$ cat config.mk
export PLATFORM = sky130hd
export DESIGN_NAME = fifo_uart_tx
export DESIGN_NICKNAME = d
export VERILOG_FILES = /design/src/rtl/fifo_uart_tx.sv
export SDC_FILE = /design/constraint.sdc
export NUM_CORES = 1
export LEC_CHECK = 0
export CORE_ASPECT_RATIO = 1.75
export CORE_MARGIN = 4
export CORE_UTILIZATION = 26
export DETAILED_ROUTE_END_ITERATION = 6
export GPL_ROUTABILITY_DRIVEN = 0
export GPL_TIMING_DRIVEN = 0
export MAX_ROUTING_LAYER = met4
export PLACE_DENSITY_LB_ADDON = 0.08
export SYNTH_ARGS = -nofsm -noshare
export SYNTH_HDL_FRONTEND = slang
export SYNTH_SLANG_ARGS = --single-unit
$ cat constraint.sdc
create_clock -name clk -period 2.85 [get_ports clk]
set_clock_uncertainty 0.2 [all_clocks]
set_input_delay 0.7125 -clock clk [delete_from_list [all_inputs] [get_ports clk]]
set_output_delay 0.7125 -clock clk [all_outputs]
set_load 0.03 [all_outputs]
$ cat src/rtl/fifo_uart_tx.sv
`default_nettype none
// ============================================================================
// Module   : fifo_uart_tx
// Brief    : Drains a first-word-fall-through FIFO and sends each popped word
//            as an 8-N-1 style UART frame with an internal baud-tick source.
// Revision : 1.0 - initial release
// ============================================================================
module fifo_uart_tx #(
    parameter int DBIT    = 8,
    parameter int SB_TICK = 16,
    parameter int DVSR    = 651,
    parameter int DVSR_W  = 10
) (
    input  logic            clk,
    input  logic            reset,
    input  logic            empty,
    input  logic [DBIT-1:0] r_data,
    output logic            rd,
    output logic            tx,
    output logic            tx_busy
);
    localparam int S_W = ($clog2(SB_TICK) > 4) ? $clog2(SB_TICK) : 4;
    localparam int N_W = (DBIT > 1) ? $clog2(DBIT) : 1;

    localparam logic [DVSR_W-1:0] c_b_max      = DVSR_W'(DVSR - 1);
    localparam logic [DVSR_W-1:0] c_b_one      = DVSR_W'(1);
    localparam logic [S_W-1:0]    c_s_bit_end  = S_W'(15);
    localparam logic [S_W-1:0]    c_s_stop_end = S_W'(SB_TICK - 1);
    localparam logic [S_W-1:0]    c_s_one      = S_W'(1);
    localparam logic [N_W-1:0]    c_n_last     = N_W'(DBIT - 1);
    localparam logic [N_W-1:0]    c_n_one      = N_W'(1);

    typedef enum logic [1:0] {
        ST_IDLE  = 2'd0,
        ST_START = 2'd1,
        ST_DATA  = 2'd2,
        ST_STOP  = 2'd3
    } state_t;

    state_t            r_state, w_state_nxt;
    logic [DVSR_W-1:0] r_b_cnt, w_b_cnt_nxt;
    logic [S_W-1:0]    r_s_cnt, w_s_cnt_nxt;
    logic [N_W-1:0]    r_n_cnt, w_n_cnt_nxt;
    logic [DBIT-1:0]   r_b_reg, w_b_reg_nxt;
    logic              r_tx, w_tx_nxt;
    logic              w_s_tick;
    logic [DBIT-1:0]   w_b_shift;

    assign w_s_tick  = (r_b_cnt == c_b_max);
    assign w_b_shift = r_b_reg >> 1;

    always_ff @(posedge clk or posedge reset) begin
        if (reset) begin
            r_state <= ST_IDLE;
            r_b_cnt <= '0;
            r_s_cnt <= '0;
            r_n_cnt <= '0;
            r_b_reg <= '0;
            r_tx    <= 1'b1;
        end else begin
            r_state <= w_state_nxt;
            r_b_cnt <= w_b_cnt_nxt;
            r_s_cnt <= w_s_cnt_nxt;
            r_n_cnt <= w_n_cnt_nxt;
            r_b_reg <= w_b_reg_nxt;
            r_tx    <= w_tx_nxt;
        end
    end

    always_comb begin
        w_state_nxt = r_state;
        w_b_cnt_nxt = w_s_tick ? '0 : (r_b_cnt + c_b_one);
        w_s_cnt_nxt = r_s_cnt;
        w_n_cnt_nxt = r_n_cnt;
        w_b_reg_nxt = r_b_reg;
        w_tx_nxt    = r_tx;
        rd          = 1'b0;
        case (r_state)
            ST_IDLE: begin
                // Baud phase held at zero so every frame starts on a fresh tick period
                w_b_cnt_nxt = '0;
                w_tx_nxt    = 1'b1;
                if (!empty) begin
                    rd          = 1'b1;
                    w_b_reg_nxt = r_data;
                    w_s_cnt_nxt = '0;
                    w_n_cnt_nxt = '0;
                    w_tx_nxt    = 1'b0;
                    w_state_nxt = ST_START;
                end
            end
            ST_START: begin
                if (w_s_tick) begin
                    if (r_s_cnt == c_s_bit_end) begin
                        w_s_cnt_nxt = '0;
                        w_tx_nxt    = r_b_reg[0];
                        w_state_nxt = ST_DATA;
                    end else begin
                        w_s_cnt_nxt = r_s_cnt + c_s_one;
                    end
                end
            end
            ST_DATA: begin
                if (w_s_tick) begin
                    if (r_s_cnt == c_s_bit_end) begin
                        w_s_cnt_nxt = '0;
                        w_b_reg_nxt = w_b_shift;
                        if (r_n_cnt == c_n_last) begin
                            w_tx_nxt    = 1'b1;
                            w_state_nxt = ST_STOP;
                        end else begin
                            w_n_cnt_nxt = r_n_cnt + c_n_one;
                            w_tx_nxt    = w_b_shift[0];
                        end
                    end else begin
                        w_s_cnt_nxt = r_s_cnt + c_s_one;
                    end
                end
            end
            ST_STOP: begin
                if (w_s_tick) begin
                    if (r_s_cnt == c_s_stop_end) begin
                        w_state_nxt = ST_IDLE;
                    end else begin
                        w_s_cnt_nxt = r_s_cnt + c_s_one;
                    end
                end
            end
            default: begin
                w_state_nxt = ST_IDLE;
            end
        endcase
    end

    assign tx      = r_tx;
    assign tx_busy = (r_state != ST_IDLE);

endmodule
`default_nettype wire

==> flow_metrics.env, run 1 <==
export IMPL_outcome="complete, no violations"
export IMPL_wl_um=3970
export IMPL_grt_first_pass_wirelength_um=6860
export IMPL_crit_type="primary input to output port"
export IMPL_synth_edf_count=0
export IMPL_ios=14
export IMPL_slowest_delay_ps=510
export IMPL_cp_startpoint="empty"
export IMPL_dr_total_vias=1337
export IMPL_async_flop_share_pct=100
export IMPL_critPathBufInv=2
export IMPL_drc=0
export IMPL_ff2ff_path_depth=5
export IMPL_synth_nets=192
export IMPL_drive_gt1_share_pct=6.35
export IMPL_area_growth_pct=18.1
export IMPL_drt_iter0_drc=19
export IMPL_setup_violations_final=0
export IMPL_grt_usage_pct=11.9
export IMPL_grt_max_degree=29
export IMPL_power_mw=0.745
export IMPL_grt_remaining_overflow=0
export IMPL_layout_min_cycle_time_ps=2750
export IMPL_endpoint_kind="output port"
export IMPL_hp_class="flop to flop"
export IMPL_nets=210
export IMPL_clockBufferDepth=2
export IMPL_die_area_um2=7750
export IMPL_vias_per_cell=4.97
export IMPL_cp_max_fo=7
export IMPL_grt_pass1_vias=1454
export IMPL_maxSlewHeadroom_pct=27.0
export IMPL_crit_chain="clkdlybuf4s50_1 > nor2b_1 > dlygate4sd2_1"
export IMPL_worst_ep_arrival_time_ps=1840
export IMPL_cts_root_buffer="clkbuf_8"
export IMPL_clock_latency_ps=270
export IMPL_die_h_um=114
export IMPL_ant_nets=0
export IMPL_post_route_period_util_pct=96.6
export IMPL_dpl_cell_area_um2=1880
export IMPL_ys_warn_count=0
export IMPL_port_buffers=13
export IMPL_core_um2=6180
export IMPL_cpLargestDelayFamily="buffers and inverters"
export IMPL_cts_tree="built"
export IMPL_finalSetupTns_ps=0
export IMPL_cp_required_ps=1940
export IMPL_min_from="r_b_cnt[0]"
export IMPL_numCtsBuffers=3
export IMPL_initial_core_util_pct=26.8
export IMPL_worstMarginPinSlew_ps=1090
export IMPL_stdcell_area_um2=1950
export IMPL_rsz0062_at_grt="no"
export IMPL_diodes=0
export IMPL_synth_seq_cells=28
export IMPL_hpwl_um=3140
export IMPL_clk_pin_slew_worst_paths_ps=100
export IMPL_p_per_area_nw_per_um2=382
export IMPL_first_pass_iters=4
export IMPL_slowest_stage="clkdlybuf4s50_1"
export IMPL_cp_depth=3
export IMPL_rows=38
export IMPL_synth_area_per_cell_um2=9.62
export IMPL_synth_area_um2=1650
export IMPL_largest_reg_flops=10
export IMPL_worstHoldPathCells=1
export IMPL_synth_distinct_cells=43
export IMPL_netlist_instances=172
export IMPL_die_x_um=68.3
export IMPL_hold_violations=0
export IMPL_ir_drop_uv=272
export IMPL_startpoint_type="primary input"
export IMPL_clock_fmax_mhz=363
export IMPL_cts_num_sinks=28
export IMPL_wl_per_cell_um=14.8
export IMPL_maxCapViolations=0
export IMPL_synth_yosys_seq_area_share_pct=42.4
export IMPL_slew_violations=0
export IMPL_antenna_found_initial=0
export IMPL_synth_main_ff_cell="dfrtp_1"
export IMPL_fin_util_pct=31.6
export IMPL_leakagePower_nw=0.788
export IMPL_reg2reg_from="r_b_cnt[5]"
export IMPL_cts_max_level=1
Yosys cell counts, types with 2 or more instances:
cell type	n	area share, %
a21oi_1	3	0.91
a31oi_1	2	0.76
a41oi_1	2	1.1
and3_1	2	0.76
clkbuf_1	2	0.45
dfrtp_1	27	41
ha_1	9	6.8
inv_1	16	3.6
mux2i_1	3	1.8
nand2_1	17	3.9
nand2b_1	3	1.1
nand3_1	8	2.4
nand4_1	3	1.1
nor2_1	15	3.4
nor2b_1	3	1.1
nor3_1	2	0.61
o211ai_1	2	0.91
o21ai_0	5	1.5
o221a_1	7	4.8
o22ai_1	9	3.4
o31ai_1	2	0.91
o32ai_1	2	1.1
or2_2	2	0.76
xnor2_1	6	3.2
xor2_1	2	1.1
final cells by class:
type                       count  area [µm²]
buffer                         3        12.5
clock buffer                   3        41.3
clock inverter                 1        30.0
fill                         688        4230
inverter                      16        60.1
multi-input combinational    125         880
sequential                    28         702
tap                           80         100
timing repair buffer          13         128
cell families (layout without fill, tap and decap cells):
logic type	Yosys count	count (layout)	share of synthesized area (%)
XOR/XNOR	8	8	4.24
flip-flops	28	28	42.4
buffers and inverters	19	36	4.39
adder cells (fa/ha/maj)	9	9	6.81
AND/OR/NAND/NOR	66	66	22.4
multiplexers	4	4	2.50
AO/OA/AOI/OAI	38	38	17.2
worst reg2reg max path, stage by stage, from the launching register on:
cell	delay, ps
dfrtp_1	470
nor4b_4	470
nand4_4	210
or3b_1	380
clkbuf_2	180
o221a_1	270
what timing repair did:
action / in CTS / in global routing
gates resized for setup: 2 / 0
endpoints found under the setup margin: 2 / 0
hold endpoints to repair: 0 / 0
hold buffers: 0 / 0
setup buffers: 0 / 0
power breakdown:
group	leakage, nW	total [mW]	switching (mW)	internal, mW
sequential	0.326	0.397	0	0.397
clock	0.0357	0.315	0.127	0.188
combinational	0.426	0.0331	0.0165	0.0165
total	0.788	0.745	0.144	0.602
through the flow:
step           worst slack [ps]  std cells  hold WS, ps
3_5_place_dp               -204        265          312
4_1_cts                    69.7        269          327
6_report                   95.8        269          316
2_1_floorplan               698        172          255
5_1_grt                    4.41        269          352
3_3_place_gp               -222        265          269
placed cells by master, fill, tap and decap left out, types with 3 or more instances in the layout:
cell type and count:
clkbuf_8 3, nor2_1 15, mux2i_1 3, o221a_1 7, nand2b_1 3, a21oi_1 3
inv_1 16, o22ai_1 9, ha_1 9, nand3_1 8, nor2b_1 3, nand2_1 17
o21ai_0 5, clkdlybuf4s50_1 11, nand4_1 3, dfrtp_1 27, xnor2_1 6
final timing paths:
path / end / slack [ps]
setup reg to reg: r_b_reg[2] / 570
hold reg to reg: r_b_cnt[0] / 320
max in group asynchronous: r_s_cnt[0] / 990
hold / removal: r_b_cnt[0] / 320
setup / recovery: rd / 100
min in group asynchronous: r_b_cnt[4] / 810
per-layer routing:
layer,GRT usage (%),vias up,share of wire (%)
li1,-,656,-
met1,12.5,656,38
met2,22.1,21,57
met3,1.58,4,3.3
met4,3.19,0,1.1
met5,-,-,0
No activity file was read; power rests on OpenSTA's default activity.
==> run 2: changes to the inputs <==
GPL_TIMING_DRIVEN = unset   (was 0)
SKIP_CTS_REPAIR_TIMING = 1   (was unset)
==> run 2 against run 1 <==
  * First-iteration DRC count grew to 3.0 times the previous value
  * Combinational power rose by 3%
  * Utilization rose by 0.16 points
  * Critical path depth is 1 higher
  * Clock power hardly changed
  * Routed wire length rose by 1.1%
  * Cell area grew 0.51%
  * Final cell count stayed put
  * Fmax down 0.57%
==> flow_metrics.env, run 2 (same netlist as run 1, synthesis figures left out) <==
export IMPL_outcome="complete, no violations"
export IMPL_hold_violations=0
export IMPL_rows=38
export IMPL_crit_top_cell="inv_1"
export IMPL_ir_drop_uv=170
export IMPL_die_area_um2=7750
export IMPL_maxCapViolations=0
export IMPL_ios=14
export IMPL_drc=0
export IMPL_worstMarginPinSlew_ps=476
export IMPL_slowest_stage="clkdlybuf4s50_1"
export IMPL_hold_slack_ps=315
export IMPL_area_growth_pct=18.7
export IMPL_cpLargestDelayFamily="buffers and inverters"
export IMPL_cts_root_buffer="clkbuf_8"
export IMPL_seq_area_um2=702
export IMPL_port_buffers=13
export IMPL_slowest_delay_ps=690
export IMPL_cts_tree="built"
export IMPL_largest_reg_flops=10
export IMPL_wl_um=4010
export IMPL_cts_max_level=1
export IMPL_hpwl_um=3170
export IMPL_post_route_period_util_pct=97.2
export IMPL_core_um2=6180
export IMPL_final_cell_mix="dfrtp_1 (27), nand2_1 (17), inv_1 (16), nor2_1 (15), clkdlybuf4s50_1 (12)"
export IMPL_startpoint_type="flop"
export IMPL_slew_violations=0
export IMPL_grt_first_pass_wirelength_um=6710
export IMPL_setup_violations_final=0
export IMPL_initial_core_util_pct=26.8
export IMPL_numCtsBuffers=3
export IMPL_clockBufferDepth=2
export IMPL_cts_num_sinks=28
export IMPL_die_x_um=68.3
export IMPL_p_per_area_nw_per_um2=380
export IMPL_endpoint_kind="output port"
export IMPL_cp_required_ps=1940
export IMPL_crit_chain="inv_1 > ha_1 > inv_1 > clkdlybuf4s50_1"
export IMPL_drive_gt1_share_pct=7.94
export IMPL_finalSetupTns_ps=0
export IMPL_grt_pass1_vias=1427
export IMPL_wl_per_cell_um=14.9
export IMPL_die_h_um=114
export IMPL_antenna_found_initial=0
export IMPL_maxSlewHeadroom_pct=67.8
export IMPL_fin_util_pct=31.8
export IMPL_leakagePower_nw=0.797
export IMPL_layout_min_cycle_time_ps=2770
export IMPL_hp_class="flop to flop"
export IMPL_cp_max_fo=5
export IMPL_clock_fmax_mhz=361
export IMPL_drt_iter0_drc=57
export IMPL_clk_pin_slew_worst_paths_ps=100
export IMPL_multi_input_area_um2=880
export IMPL_nets=210
export IMPL_first_pass_iters=4
export IMPL_worst_ep_arrival_time_ps=1860
export IMPL_grt_remaining_overflow=0
export IMPL_crit_type="flop to output port"
export IMPL_rsz0062_at_grt="no"
export IMPL_layout_commonest_cell="dfrtp_1"
export IMPL_critPathBufInv=3
export IMPL_ant_nets=0
export IMPL_grt_usage_pct=11.5
export IMPL_vias_per_cell=4.84
export IMPL_n_fill_cell=666
export IMPL_dr_total_vias=1303
export IMPL_clock_latency_ps=270
export IMPL_grt_max_degree=29
export IMPL_diodes=0
-- run 2: power breakdown --
part	switching (mW)	internal, mW	leakage [nW]
Combinational	0.0168	0.0172	0.436
Clock	0.127	0.188	0.0357
Sequential	0	0.397	0.326
Total	0.144	0.602	0.797
-- run 2: cell type report --
type / count / area share (%)
tap: 80 / 5.10
inverter: 16 / 3.06
timing repair buffer: 16 / 7.65
clock buffer: 3 / 2.10
multi-input combinational: 125 / 44.8
sequential: 28 / 35.8
clock inverter: 1 / 1.53
-- run 2: worst register-to-register path, stage by stage (launching register included) --
cell     delay, ps
dfrtp_1        440
inv_1          120
ha_1           210
buf_4          190
and2_0         230
or3b_1         540
o221a_1        300
-- run 2: final timing paths --
kind / from / cells past startpoint / slack, ps / to
worst max-delay path: r_state[1] / 4 / 80 / tx_busy
worst min-delay path: r_n_cnt[0] / 1 / 320 / r_n_cnt[0]
worst max register to register: r_state[1] / 6 / 530 / r_b_reg[4]
worst min register to register: r_n_cnt[0] / 1 / 320 / r_n_cnt[0]
max in group asynchronous: reset / 3 / 1540 / tx
min in group asynchronous: reset / 3 / 600 / r_b_cnt[6]
-- run 2: metrics by stage --
step	worst slack (ps)	cell area (µm²)	power [mW]	std cells
floorplan	698	1650	0.419	172
global placement	210	1890	0.439	265
detailed placement	148	1890	0.440	265
CTS	64.3	1960	0.766	269
global route	15.5	1960	0.783	269
finish	79.9	1960	0.746	269
-- run 2: routing by layer --
layer / up-vias / wire length, µm / GRT usage [%]
li1: 655 / - / -
met1: 632 / 1530 / 12.0
met2: 14 / 2360 / 21.8
met3: 2 / 99 / 1.38
met4: 0 / 27 / 2.52
met5: - / 0 / -
